--- config.mk ---
export PLATFORM = sky130hd
export DESIGN_NAME = truth_table_sweeper
export DESIGN_NICKNAME = d
export VERILOG_FILES = /design/src/rtl/truth_table_sweeper.sv
export SDC_FILE = /design/constraint.sdc
export NUM_CORES = 1
export LEC_CHECK = 0
export CORE_MARGIN = 8
export CORE_UTILIZATION = 48
export CTS_BUF_LIST = sky130_fd_sc_hd__clkbuf_2 sky130_fd_sc_hd__clkbuf_4 sky130_fd_sc_hd__clkbuf_8
export DETAILED_ROUTE_END_ITERATION = 16
export PLACE_DENSITY = 0.86
export REMOVE_ABC_BUFFERS = 1
export SYNTH_ARGS = -nofsm -noshare
export SYNTH_HDL_FRONTEND = slang
export SYNTH_SLANG_ARGS = --single-unit
--- constraint.sdc ---
create_clock -name clk -period 1.7 [get_ports clk]
set_clock_uncertainty 0.05 [all_clocks]
set_input_delay 0.425 -clock clk [delete_from_list [all_inputs] [get_ports clk]]
set_output_delay 0.425 -clock clk [all_outputs]
set_load 0.01 [all_outputs]
--- src/rtl/truth_table_sweeper.sv ---
// Purpose: sweep all 2^N_IN input vectors into N_CH implementations and compare each enabled channel to channel 0.
// Latency: vector i sampled HOLD_CYC*(i+1) cycles after start; done pulses in the cycle after the last sample edge.
// Backpressure: none; start is taken only in IDLE, abort only in RUN, results held until the next start.
module truth_table_sweeper #(
    parameter int N_IN     = 3,
    parameter int N_CH     = 3,
    parameter int HOLD_CYC = 1
) (
    input  logic              clk,
    input  logic              reset,
    input  logic              start,
    input  logic              abort,
    input  logic [N_CH-1:0]   ch_en,
    input  logic [N_CH-1:0]   ch_y,
    output logic [N_IN-1:0]   vec_out,
    output logic              busy,
    output logic              done,
    output logic              pass,
    output logic [N_IN:0]     mismatch_cnt,
    output logic              first_bad_valid,
    output logic [N_IN-1:0]   first_bad_vec,
    output logic [N_CH-1:0]   first_bad_mask
);

    typedef enum logic [1:0] {S_IDLE, S_RUN, S_DONE} state_t;

    localparam logic [7:0]      HOLD_LAST = 8'(HOLD_CYC - 1);
    localparam logic [N_IN-1:0] VEC_LAST  = '1;
    localparam logic [N_IN-1:0] VEC_ONE   = N_IN'(1);
    localparam logic [N_IN:0]   CNT_ONE   = (N_IN + 1)'(1);
    localparam logic [N_CH-1:0] GOLD_BIT  = N_CH'(1);

    state_t            state, state_n;
    logic [7:0]        hold_cnt, hold_n;
    logic [N_CH-1:0]   mask_q, mask_n;
    logic [N_CH-1:0]   diff;
    logic [N_IN-1:0]   vec_n, fbvec_n;
    logic              busy_n, done_n, pass_n, fbv_n;
    logic [N_IN:0]     cnt_n;
    logic [N_CH-1:0]   fbmask_n;

    // State and result registers; every output comes straight from a flop.
    always_ff @(posedge clk or posedge reset) begin
        if (reset) begin
            state           <= S_IDLE;
            hold_cnt        <= '0;
            mask_q          <= '0;
            vec_out         <= '0;
            busy            <= 1'b0;
            done            <= 1'b0;
            pass            <= 1'b0;
            mismatch_cnt    <= '0;
            first_bad_valid <= 1'b0;
            first_bad_vec   <= '0;
            first_bad_mask  <= '0;
        end else begin
            state           <= state_n;
            hold_cnt        <= hold_n;
            mask_q          <= mask_n;
            vec_out         <= vec_n;
            busy            <= busy_n;
            done            <= done_n;
            pass            <= pass_n;
            mismatch_cnt    <= cnt_n;
            first_bad_valid <= fbv_n;
            first_bad_vec   <= fbvec_n;
            first_bad_mask  <= fbmask_n;
        end
    end

    // Next-state and next-result logic; a vector is compared only on the last cycle of its hold window.
    always_comb begin
        state_n  = state;
        hold_n   = hold_cnt;
        mask_n   = mask_q;
        vec_n    = vec_out;
        busy_n   = busy;
        done_n   = 1'b0;
        pass_n   = pass;
        cnt_n    = mismatch_cnt;
        fbv_n    = first_bad_valid;
        fbvec_n  = first_bad_vec;
        fbmask_n = first_bad_mask;
        diff     = (ch_y ^ {N_CH{ch_y[0]}}) & mask_q;

        case (state)
            S_IDLE: begin
                if (start) begin
                    state_n  = S_RUN;
                    mask_n   = ch_en | GOLD_BIT;
                    vec_n    = '0;
                    hold_n   = '0;
                    busy_n   = 1'b1;
                    pass_n   = 1'b0;
                    cnt_n    = '0;
                    fbv_n    = 1'b0;
                    fbvec_n  = '0;
                    fbmask_n = '0;
                end
            end
            S_RUN: begin
                if (abort) begin
                    // Partial results stay visible; the pending comparison is dropped.
                    state_n = S_IDLE;
                    busy_n  = 1'b0;
                    pass_n  = 1'b0;
                    hold_n  = '0;
                end else if (hold_cnt == HOLD_LAST) begin
                    hold_n = '0;
                    if (diff != '0) begin
                        cnt_n = mismatch_cnt + CNT_ONE;
                        if (!first_bad_valid) begin
                            fbv_n    = 1'b1;
                            fbvec_n  = vec_out;
                            fbmask_n = diff;
                        end
                    end
                    if (vec_out == VEC_LAST) begin
                        state_n = S_DONE;
                        busy_n  = 1'b0;
                        done_n  = 1'b1;
                        pass_n  = (cnt_n == '0);
                    end else begin
                        vec_n = vec_out + VEC_ONE;
                    end
                end else begin
                    hold_n = hold_cnt + 8'd1;
                end
            end
            S_DONE: begin
                state_n = S_IDLE;
            end
            default: begin
                state_n = S_IDLE;
            end
        endcase
    end

endmodule

# Word level (Yosys, flattened, before mapping)
# Index checks and enable logic that the tools add are counted.
dict set report word_totals {
  register_bits 30
  input_bits 10
  elab_cells 89
}
dict set report op_classes {
  addsub 3
  n_eq_ne 10
  mux 50
  n_bitwise 2
  reduce_logical 13
}
# op n
set ops {}
lappend ops {{$mux 3} 12}
lappend ops {{$mux 4} 7}
lappend ops {{$mux 8} 3}
lappend ops {{$pmux 3 s2} 3}
lappend ops {{$pmux 8 s2} 1}
lappend ops {{$mux 1} 15}
lappend ops {{$ne 2x2->1 const B} 6}
lappend ops {{$reduce_and 5->1} 2}
lappend ops {{$add 8x1->8 const B} 1}
lappend ops {{$logic_not 8->1} 1}
lappend ops {{$mux 2} 4}
lappend ops {{$pmux 4 s2} 1}
lappend ops {{$reduce_and 4->1} 2}
lappend ops {{$ne 3x3->1 const B} 2}
lappend ops {{$pmux 1 s2} 3}
lappend ops {{$reduce_and 6->1} 1}
lappend ops {{$add 4x1->4 const B} 1}
lappend ops {{$logic_not 4->1} 1}
lappend ops {{$pmux 2 s2} 1}
lappend ops {{$reduce_and 2->1} 2}
lappend ops {{$add 3x1->3 const B} 1}
lappend ops {{$and 3x3->3} 1}
lappend ops {{$eq 3x3->1 const B} 1}
lappend ops {{$reduce_and 3->1} 1}
lappend ops {{5 further kinds} 5}

# Longest topological paths before layout
dict set report depth {
  depth_word 12
  ltp_mapped 8
}

# Worst setup path before layout
# Ideal clock, no wire load.
dict set report synth_timing {
  path_kind {reg2reg}
  from {register hold_cnt[0]}
  to {register vec_out[0]}
  arrival_ns 1.592
  required_time_ns 1.525
  slack_ns -0.067
  path_stages_with_launch 9
  path_buffers 1
  period_less_slack_ns 1.767
  path_cell_list {dfrtp_1 inv_1 ha_1 nor4b_2 and2_1 buf_6 nand2_4 a21oi_4 mux2_4}
}
dict set report synth_via {
  elab_chain_len 3
}
# element line
set synth_lines {}
lappend synth_lines {{start, declared} 34} ;# logic [7:0] hold_cnt, hold_n;
lappend synth_lines {{start signal, assigned} 58} ;# hold_cnt <= hold_n;
lappend synth_lines {{$logic_not 8->1} 108} ;# end else if (hold_cnt == HOLD_LAST) begin
lappend synth_lines {{$ne 2x2->1 (no source line)} --}
lappend synth_lines {{$reduce_and 5->1 (no source line)} --}
lappend synth_lines {{end signal, assigned} 60} ;# vec_out <= vec_n;
lappend synth_lines {{end, declared} 15} ;# output logic [N_IN-1:0] vec_out,
# Every way passes these cells.
# A chain may end at the register's enable or synchronous reset.

# Worst setup path after layout
dict set report layout_timing {
  from {register hold_cnt[1]}
  to {register mismatch_cnt[2]}
}
dict set report layout_via {
  elab_chain_len 3
}
# element line
set layout_lines {}
lappend layout_lines {{$logic_not 8->1} 108}
lappend layout_lines {{$ne 2x2->1 (no source line)} --}
lappend layout_lines {{$reduce_and 4->1 (no source line)} --}
lappend layout_lines {{end signal, assigned} 64} ;# mismatch_cnt <= cnt_n;
lappend layout_lines {{end, declared} 19} ;# output logic [N_IN:0] mismatch_cnt,
# Every way passes these cells.

==> results.py <==
metrics = {
    "run_status": {
        "violations": "negative setup slack",
        "outcome": "complete, but fails checks",
    },
    "worst_setup_path": {
        "cp_slowest_cell": "dfrtp_1",
        "crit_path_max_fanout": 4,
        "r2r_cells": 8,
        "crit_family": "simple AND/OR/NAND/NOR gates",
        "crit_start": "hold_cnt[1]",
        "crit_chain": "inv_2 > ha_4 > nor4b_4 > a41oi_2 > nor2_4 > buf_6 > nor2b_4 > a31o_2",
        "r2r-end": "mismatch_cnt[2]",
        "slowest_delay_ns": 0.41,
        "crit_required_ns": 1.89,
        "r2r_setup_slack_ns": -0.05,
        "cp_num_buf_inv": 2,
        "arrival_ns": 1.94,
        "worstSetupPathType": "flop to flop",
        "start_kind": "flop",
        "critPathCaptureType": "flop",
        "r2r_start": "hold_cnt[1]",
    },
    "clocking": {
        "cts.htree.levels": 1,
        "clk_path_buf_depth": 2,
        "root_buffer": "clkbuf_4",
        "cts_buffers": 3,
        "clock_sinks": 28,
        "clk_pin_slew_ns": 0.14,
        "cts_tree": "built",
        "clock_latency_ns": 0.34,
    },
    "global_route": {
        "grt_pass1_wl_um": 6350,
        "grt_pass1_vias": 1419,
        "antenna_found_initial": 0,
        "grt_max_degree": 29,
        "grt_usage_pct": 15.7,
        "overflow": 0,
    },
    "die": {
        "initial_utilization_pct": 49.1,
        "rows": 20,
        "pin_count": 27,
        "coreArea_um2": 2950,
        "dieArea_um2": 5040,
        "die_y_um": 71.0,
        "die_w_um": 71.0,
    },
    "timing": {
        "finalWorstSetupSlack_ns": -0.0526,
        "rsz0062_at_grt": "true",
        "setup_viol": 10,
        "fin_crit_ns": 1.75,
        "hold_viol": 0,
        "final_max_slew_viol_count": 0,
        "fmax_mhz": 571,
        "final.period_utilization_pct": 103,
    },
    "pwr": {
        "power_mw": 2.04,
        "leakagePower_nw": 1.10,
        "p_per_area_nw_per_um2": 938,
        "seq_power_share_pct": 42.3,
        "power_frac_clock_pct": 13.5,
        "combPwrFrac_pct": 44.1,
        "intPower_mw": 1.31,
        "vdd_drop_max_mv": 0.623,
        "switching_share_pct": 35.6,
        "p_sw_uw": 725,
    },
    "synthesis": {
        "yosys-top-cells-area": "dfrtp_1 (48%), ha_1 (4.3%), nor2_1 (4.1%), xor2_1 (3.6%), nor2b_1 (2.6%)",
        "yosysWarnings": 0,
        "synth_area_um2": 1450,
        "syn_inst": 135,
        "synth_seq_cells": 28,
        "synth.distinct_cells": 42,
        "avgSynthCellArea_um2": 10.7,
        "yosysMostFrequentCell": "dfrtp_1",
        "ys_seq_area_share_pct": 48.3,
        "synth_enable_flop_cells": 0,
        "yosys.area.top_type": "dfrtp_1",
        "synth_top_flop_cell": "dfrtp_1",
        "synth_top_area_share_pct": 48.3,
        "synth_commonest_cells": "dfrtp_1 (28), nor2_1 (16), nand2_1 (8)",
        "async_flop_share_pct": 100,
    },
    "drt": {
        "route.detailed.drc": 0,
        "routed_via_density": 5.48,
        "drt_first_iter_violations": 55,
        "vias": 1288,
        "drt_wl_total_um": 3990,
        "post_drt_wl_per_cell_um": 17.0,
        "drtPass1Iterations": 4,
        "ant_nets": 0,
    },
    "final_layout": {
        "fin_area_um2": 2170,
        "nets": 219,
        "drive_gt1_share_pct": 38.1,
        "nFillCells": 185,
        "diodes": 0,
        "syn_to_final_growth_pct": 49.7,
    },
    "hold_path": {
        "hp-class": "input pin to async pin",
    },
    "placement": {
        "port_buffers": 24,
        "dpl_cell_area_um2": 1900,
        "hpwlAfterDp_um": 2550,
        "gp_congestion": 0.875,
    },
    "run": {
        "drv_cap": 0,
    },
}
-- state kept, by name, indices dropped and copies added, names as in the netlist --
name / flops
first_bad_valid: 1
mask_q: 2
vec_out: 3
busy: 1
mismatch_cnt: 4
hold_cnt: 8
done: 1
state: 2
first_bad_vec: 3
pass: 1
first_bad_mask: 2
-- power groups by stage --
stage | Combinational [mW] | Clock, mW | Sequential (mW)
finish | 0.899 | 0.276 | 0.863
global route | 0.969 | 0.299 | 0.873
CTS | 0.830 | 0.285 | 0.855
detailed placement | 0.721 | 0 | 0.896
global placement | 0.689 | 0 | 0.889
floorplan | 0.322 | 0 | 0.923
-- final cells by class --
type | count | area [µm²] | area share (%)
sequential | 28 | 702 | 32.3
inverter | 7 | 26.3 | 1.21
multi-input combinational | 98 | 823 | 37.9
tap | 33 | 41.3 | 1.90
clock buffer | 3 | 22.5 | 1.04
timing repair buffer | 66 | 556 | 25.6
-- placed cells by master (no fill, tap or decap), types with 3 or more instances in the layout --
cell type	synthesis	final
xnor2_1	4	4
and3_4	1	3
clkbuf_4	0	3
nor2_1	16	15
clkdlybuf4s50_1	0	6
o21ai_0	4	3
inv_1	7	5
nor3_1	3	3
dlygate4sd2_1	0	16
a22o_1	3	3
xor2_1	6	6
buf_6	1	4
buf_4	1	38
nand2b_1	4	3
dfrtp_1	28	27
ha_1	5	3
nand2_1	8	8
nor2b_1	6	3
nand4_1	4	4
-- stage by stage --
step | std cells | setup TNS, ns | hold slack (ns) | util [%] | setup WS (ns)
after global placement | 215 | -5.21 | 0.438 | 64.4 | -0.374
after detailed placement | 215 | -7.07 | 0.431 | 64.4 | -0.559
after floorplan | 133 | -0.101 | 0.440 | - | -0.101
after global routing | 235 | -1.62 | 0.418 | 73.5 | -0.147
final | 235 | -0.345 | 0.382 | 73.5 | -0.0526
after CTS | 234 | -0.0397 | 0.394 | 71.6 | -0.0253
-- worst max path at each step --
stage	end	slack, ns	cells after the start
finish	mismatch_cnt[2]	-0.05	8
global route	busy	-0.15	8
CTS	pass	-0.03	8
detailed placement	first_bad_vec[2]	-0.56	6
global placement	first_bad_mask[2]	-0.37	6
floorplan	vec_out[0]	-0.10	7
-- routing by layer --
metal  wire [µm]  track usage (%)  up-vias
met2        2120             28.4       36
met3         160             2.97       11
met4         120             9.01        0
met1        1590             16.5      644
met5           0                0        -
li1            -                -      597
-- cells by family (layout without fill, tap and decap cells) --
logic type / after synthesis / after routing / share of synthesized area [%]
and+or+nand+nor: 52 / 52 / 19.8
xor gates and xnor gates: 10 / 10 / 6.04
other: 1 / 1 / 0.259
muxes: 6 / 6 / 4.75
buffers and inverters: 9 / 76 / 3.11
adders and majority gates: 5 / 5 / 4.31
AOI/OAI and AO/OA: 24 / 24 / 13.5
DFF: 28 / 28 / 48.3
-- what timing repair did --
item | CTS | global route
setup buffers | 16 | 2
setup endpoints to repair | 39 | 24
resized for setup | 37 | 13
hold buffers | 0 | 0
pin swaps | 7 | 8
-- worst min-delay path: stages --
cell and delay [ns]:
clkdlybuf4s50_1 0.39, inv_1 0.05, buf_4 0.33
(Power assumes the default switching activity.)
